$ cat config.mk
export PLATFORM = sky130hd
export DESIGN_NAME = sar_search
export DESIGN_NICKNAME = d
export VERILOG_FILES = /design/src/rtl/sar_pkg.sv /design/src/rtl/sar_search.sv
export SDC_FILE = /design/constraint.sdc
export NUM_CORES = 1
export LEC_CHECK = 0
export BUFFER_PORTS_ARGS = -buffer_cell sky130_fd_sc_hd__buf_2
export CAP_MARGIN = 10
export CORE_MARGIN = 4
export CORE_UTILIZATION = 50
export DETAILED_ROUTE_END_ITERATION = 12
export PLACE_DENSITY = 0.8
export SLEW_MARGIN = 20
export SYNTH_ARGS = -nofsm -noshare
export SYNTH_HDL_FRONTEND = slang
export SYNTH_SLANG_ARGS = --single-unit
$ cat constraint.sdc
create_clock -name clk -period 2.8 [get_ports clk]
set_input_delay 0 -clock clk [delete_from_list [all_inputs] [get_ports clk]]
set_output_delay 0 -clock clk [all_outputs]
set_load 0.1 [all_outputs]
$ cat src/rtl/sar_pkg.sv
// Shared types and defaults for the successive-approximation search block.
package sar_pkg;

    localparam int unsigned SarWidthDefault = 4;

    typedef enum logic [1:0] {
        StIdle = 2'd0,
        StRun  = 2'd1,
        StDone = 2'd2
    } sar_state_e;

endpackage

$ cat src/rtl/sar_search.sv
// Successive-approximation search FSM driving an external comparator (a=target, b=guess).
// Optional early exit on eq is enabled by defining SAR_EARLY_EXIT_EN.
module sar_search
    import sar_pkg::*;
#(
    parameter int unsigned WIDTH = SarWidthDefault
) (
    input  logic             clk,
    input  logic             rst,
    input  logic             start,
    input  logic             gt,
    input  logic             lt,
    input  logic             eq,
    output logic [WIDTH-1:0] guess,
    output logic             busy,
    output logic             done,
    output logic [WIDTH-1:0] result
);

    localparam int unsigned IdxW = $clog2(WIDTH);
    localparam logic [WIDTH-1:0] TopBit = {1'b1, {(WIDTH-1){1'b0}}};
    localparam logic [WIDTH-1:0] OneVal = {{(WIDTH-1){1'b0}}, 1'b1};

    sar_state_e       state_q, state_d;
    logic [WIDTH-1:0] guess_q, guess_d;
    logic [WIDTH-1:0] result_q, result_d;
    logic [IdxW-1:0]  idx_q, idx_d;
    logic             busy_q, busy_d;
    logic             done_q, done_d;

    logic [WIDTH-1:0] bit_mask;
    logic [WIDTH-1:0] decided;
    logic             protocol_err;
    logic             clear_bit;

`ifndef SAR_EARLY_EXIT_EN
    logic unused_eq;
    assign unused_eq = eq;
`endif

    // gt and lt together is a comparator fault; resolve it as lt so the result stays deterministic.
    assign protocol_err = gt & lt;
    assign clear_bit    = lt | protocol_err;
    assign bit_mask     = OneVal << idx_q;
    assign decided      = clear_bit ? (guess_q & ~bit_mask) : guess_q;

    always_comb begin
        state_d  = state_q;
        guess_d  = guess_q;
        result_d = result_q;
        idx_d    = idx_q;
        busy_d   = busy_q;
        done_d   = 1'b0;

        unique case (state_q)
            StIdle: begin
                if (start) begin
                    guess_d = TopBit;
                    idx_d   = IdxW'(WIDTH - 1);
                    busy_d  = 1'b1;
                    state_d = StRun;
                end
            end
            StRun: begin
`ifdef SAR_EARLY_EXIT_EN
                if (eq) begin
                    result_d = guess_q;
                    busy_d   = 1'b0;
                    done_d   = 1'b1;
                    state_d  = StDone;
                end else
`endif
                if (idx_q == '0) begin
                    result_d = decided;
                    guess_d  = decided;
                    busy_d   = 1'b0;
                    done_d   = 1'b1;
                    state_d  = StDone;
                end else begin
                    guess_d = decided | (bit_mask >> 1);
                    idx_d   = idx_q - IdxW'(1);
                end
            end
            StDone: begin
                state_d = StIdle;
            end
            default: begin
                state_d = StIdle;
            end
        endcase
    end

    always_ff @(posedge clk) begin
        if (rst) begin
            state_q  <= StIdle;
            guess_q  <= '0;
            result_q <= '0;
            idx_q    <= '0;
            busy_q   <= 1'b0;
            done_q   <= 1'b0;
        end else begin
            state_q  <= state_d;
            guess_q  <= guess_d;
            result_q <= result_d;
            idx_q    <= idx_d;
            busy_q   <= busy_d;
            done_q   <= done_d;
        end
    end

    assign guess  = guess_q;
    assign result = result_q;
    assign busy   = busy_q;
    assign done   = done_q;

endmodule
Word level (Yosys, flattened, before mapping)
Index checks and enable logic that the tools add are counted. Widths: inputs -> output; s select.

Logic and storage cells: 41. Flip-flop bits (word level): 14. Output and inout bits: 10.

Mux-type cells: 14. Equal/unequal tests: 4. Shifts and indexed selects: 1. Reductions and logical operators: 9. Bitwise logic cells: 6. Add/subtract/negate cells: 1.

Operator list (number): $mux 4 (3); $mux 2 (4); $pmux 2 s2 (2); $pmux 4 s2 (1); $ne 2x2->1 const B (3); $reduce_and 2->1 (3); $reduce_and 3->1 (2); $and 4x4->4 (1); $logic_not 2->1 (2); $not 4->4 (1); $or 4x3->4 (1); $shl 1x2->4 const A (1); $mux 1 (3); $eq 2x1->1 const B (1); $pmux 1 s2 (1); $reduce_bool 2->1 (1); $reduce_or 2->1 (1); $sub 2x1->2 const B (1); $and 1x1->1 (1); $not 1->1 (1); $or 1x1->1 (1).

Logic depth before layout (Yosys ltp)
Depth after elaboration: 7. Mapped depth: 6. Mapped depth without buffers: 5.

Worst setup path before layout
No wires, ideal clock.

Path type: register to register. Start point: register guess_q[0], in the netlist guess[0]. End point: register result_q[0], in the netlist result[0]. Buffers on the path: 0. Clock period less this slack: 1.536 ns. Data arrival time: 1.467 ns. Required time: 2.730 ns. Cell stages (with the launch flop): 3. Setup time: 0.070 ns. Path slack: 1.264 ns. Cells stage by stage: dfxtp_1 or3b_1 a21oi_1.

Longest elaborated chain between the ends: 2.

RTL lines: start, declared (RTL line sar_search.sv:25) `logic [WIDTH-1:0] guess_q, guess_d;`; start signal, assigned (RTL line sar_search.sv:103) `guess_q <= guess_d;`; $and 4x4->4 (RTL line sar_search.sv:45) `assign decided = clear_bit ? (guess_q & ~bit_mask) : guess_q;`; $mux 4 * (RTL line sar_search.sv:45); end signal, assigned (RTL line sar_search.sv:104) `result_q <= result_d;`; end, declared (RTL line sar_search.sv:26) `logic [WIDTH-1:0] result_q, result_d;`.

Every way passes the cells marked *; elsewhere a longest branch is shown, timed or not. A chain may end at the register's enable or synchronous reset.

Worst setup path in the final report
Start point: register idx_q[0]. End point: register result_q[0], in the netlist result[0].

Longest elaborated chain between the ends: 4. Elaborated cells between the ends (all ways): 6. Classes of those cells: 1 x shift; 1 x mux; 2 x bitwise; 2 x reduce/logical.

RTL lines: start, declared (RTL line sar_search.sv:27) `logic [IdxW-1:0] idx_q, idx_d;`; start signal, assigned (RTL line sar_search.sv:105) `idx_q <= idx_d;`; $shl 1x2->4 (RTL line sar_search.sv:44) `assign bit_mask = OneVal << idx_q;`; $not 4->4 (RTL line sar_search.sv:45); $and 4x4->4 (RTL line sar_search.sv:45); $mux 4 (RTL line sar_search.sv:45).

Several ways; a longest one is shown, not always the timed one.

==> summary.md <==
| Metric | Value |
|---|---|
| Worst-skew pair later-pin latency | 0.28 ns |
| Max stage delay on crit path | 0.41 ns |
| RSZ-0062 raised after global routing | false |
| Wire per inst | 12.6 um |
| Leakage power total | 0.341 nW |
| Die footprint | 0.00203 mm2 |
| Actual slew at the worst max-slew pin | 0.488 ns |
| Root buf cell | clkbuf_4 |
| CTS tree | yes |
| Critical Path RT | 3.01 ns |
| Critical Path Start Type | flip-flop |
| Fmax | 0.601 GHz |
| Worst setup path class | reg2reg |
| Post-Syn Instances | 76 |
| Status | completed |
| Clock sink total | 14 |
| Global-route wire length before repair | 2250 um |
| Register bit total from synthesis | 14 |
| Slew Viols, Final | 0 |
| CTS resizes | 0 |
| Postcts setup bufs | 0 |
| Post-Synthesis Cell Area | 687 um2 |
| Pin count of the biggest net entering global routing | 16 |
| Relative slew slack | 67.7% |
| Die height | 45.1 um |
| Vias/cell | 5.28 |
| WL final | 1320 um |
| Area Growth Syn to Fin | 14.6% |
| # hold bufs at CTS | 0 |
| Synthesis warning total | 0 |
| Fin cells | 105 |
| Final #Nets | 101 |
| Setup TNS | 0 ns |
| Ports | 16 |
| Slowest CP cell | ha_1 |
| PortBufs | 13 |
| WP data arrival | 1.88 ns |
| MaxCap Viol Count | 0 |
| H-tree levels | 1 |
| Gr usage total | 15.6% |
| Drt initial violations | 12 |
| Largest cells by area after synthesis | dfxtp_1, ha_1, a21oi_1 |
| Row Count | 13 |
| Pwr/cell area | 628 mW/mm2 |
| Maximum vdd drop | 0.418 mV |
| Synth top area share | 40.8% |
| Final setup fails | 0 |
| CP max FO | 10 |
| Diodes inserted | 0 |
| Vias in the first global route | 508 |
| DR DRC count | 0 |
| CTS Buf Count | 3 |
| Fillers | 127 |
| Crit share post-route | 59.4% |
| Post-synthesis sequential area ratio | 40.8% |
| Avg Synthesized Cell Area | 9.04 um2 |
| Setup slack after layout | 1.14 ns |
| Area leader, netlist | dfxtp_1 |
| Clk_skew | 0.00489 ns |
| Overall power | 494 uW |
| Placeable Area | 0.00130 mm2 |
| Number of distinct library cells after synthesis | 27 |
| Multi-input combinational cell area | 375 um2 |
| Clock Tree Buf Depth | 2 |
| Initial Utilization | 52.8% |
| CTS clk-pin slew, worst paths | 0.09 ns |
| DR vias | 554 |
| Mapped Nets | 86 |
| Total congestion overflow | 0 |
| Place WS | 1.17 ns |
| Detail Route Antenna Nets | 0 |
| Final Core Density | 60.5% |
| HP Class | in2reg |
| Router iterations before antenna repair | 4 |
| Layout cells sized above 1 | 24.4% |
| Placer Congestion | 0.785 |
| Crit path capture type | flip-flop |
| Min cycle time layout | 1.66 ns |
| Post-placement cell count | 101 |
| Initial antenna violation count | 0 |
| Flip-flop and latch area | 280 um2 |
| Hold Violations, Final | 0 |
| CP cell instances | inv_1, ha_1, nand3b_4, or3b_1, a21oi_1 |
| Reg2reg setup slack | 1.14 ns |
| Die Wd | 45.1 um |
| Detail Placement HPWL | 943 um |
-- cell type report --
| cell class | instances | share of cell area (%) |
|---|---|---|
| clock buffer | 4 | 4.61 |
| inverter | 3 | 1.43 |
| multi-input combinational | 56 | 47.7 |
| sequential | 14 | 35.6 |
| tap | 15 | 2.38 |
| timing repair buffer | 13 | 8.27 |
-- cell usage in the layout (no fill, tap or decap), drive strengths merged --
master and n:
nand3b 2, or3b 2, nand3 2, nand2 6
a211oi 1, and4bb 1, ha 4, a21boi 2
a21oi 8, nand2b 4, a221oi 1, o21ai 6
dfxtp 14, buf 13, o21bai 3, inv 3
nor2b 3, clkbuf 4, nand4 1, or2 1
nor2 4, o21a 1, a22oi 1, a31oi 1
and2b 2
-- synth_stat cells (all sizes together) --
library cell / count
nor2b: 3
inv: 3
o21a: 1
a22oi: 1
nand3b: 2
o21bai: 3
nand2: 6
dfxtp: 14
o21ai: 6
nand4: 1
nor2: 4
a21oi: 8
a21boi: 2
or3b: 2
and2b: 2
buf: 3
and4bb: 1
a31oi: 1
nand3: 2
or2: 1
ha: 4
a221oi: 1
nand2b: 4
a211oi: 1
-- through the flow --
step                      instance area [um2]  hold WS (ns)
after global routing                      787        0.0555
after CTS                                 787        0.0430
final                                     787        0.0541
after floorplan                           687        0.0716
after detailed placement                  751         0.344
after global placement                    751         0.336
-- final timing paths --
path                   from   endpoint  depth (start not counted)
setup / recovery   idx_q[0]  result[0]                          5
hold / removal           lt  result[0]                          3
setup reg to reg   idx_q[0]  result[0]                          5
hold reg to reg   result[2]  result[2]                          2
-- where the power goes --
part	total, mW	switching, mW	leakage [nW]	internal [mW]
combinational	0.123	0.0860	0.206	0.0371
clock	0.144	0.0653	0.0210	0.0791
sequential	0.227	0.0157	0.115	0.211
-- cells by family after synthesis --
kind of cell | count (synthesis) | synth area share, %
and+or+nand+nor | 28 | 26.2
buffers and inverters | 6 | 4.55
DFF | 14 | 40.8
adders and majority gates | 4 | 7.29
AOI/OAI and AO/OA | 24 | 21.1
-- per-layer routing --
metal	GRT usage [%]	vias up	wire, um
li1	-	291	-
met1	19.8	251	622
met2	23.2	10	611
met3	7.17	2	75
met4	5.26	0	11
met5	0	-	0
-- worst max-delay path: cells and delay by family, from the launching register on --
kind / cells / cell delay, ns
simple gates: 2 / 0.51
fa+ha+maj: 1 / 0.41
flops: 1 / 0.38
buf+inv: 1 / 0.15
compound gates: 1 / 0.14
-- sequential cells by signal (all words and copies together) (netlist names) --
name     count
busy         1
result       4
guess        4
state_q      2
done         1
idx_q        2
Power figures use the tool's default switching activity.
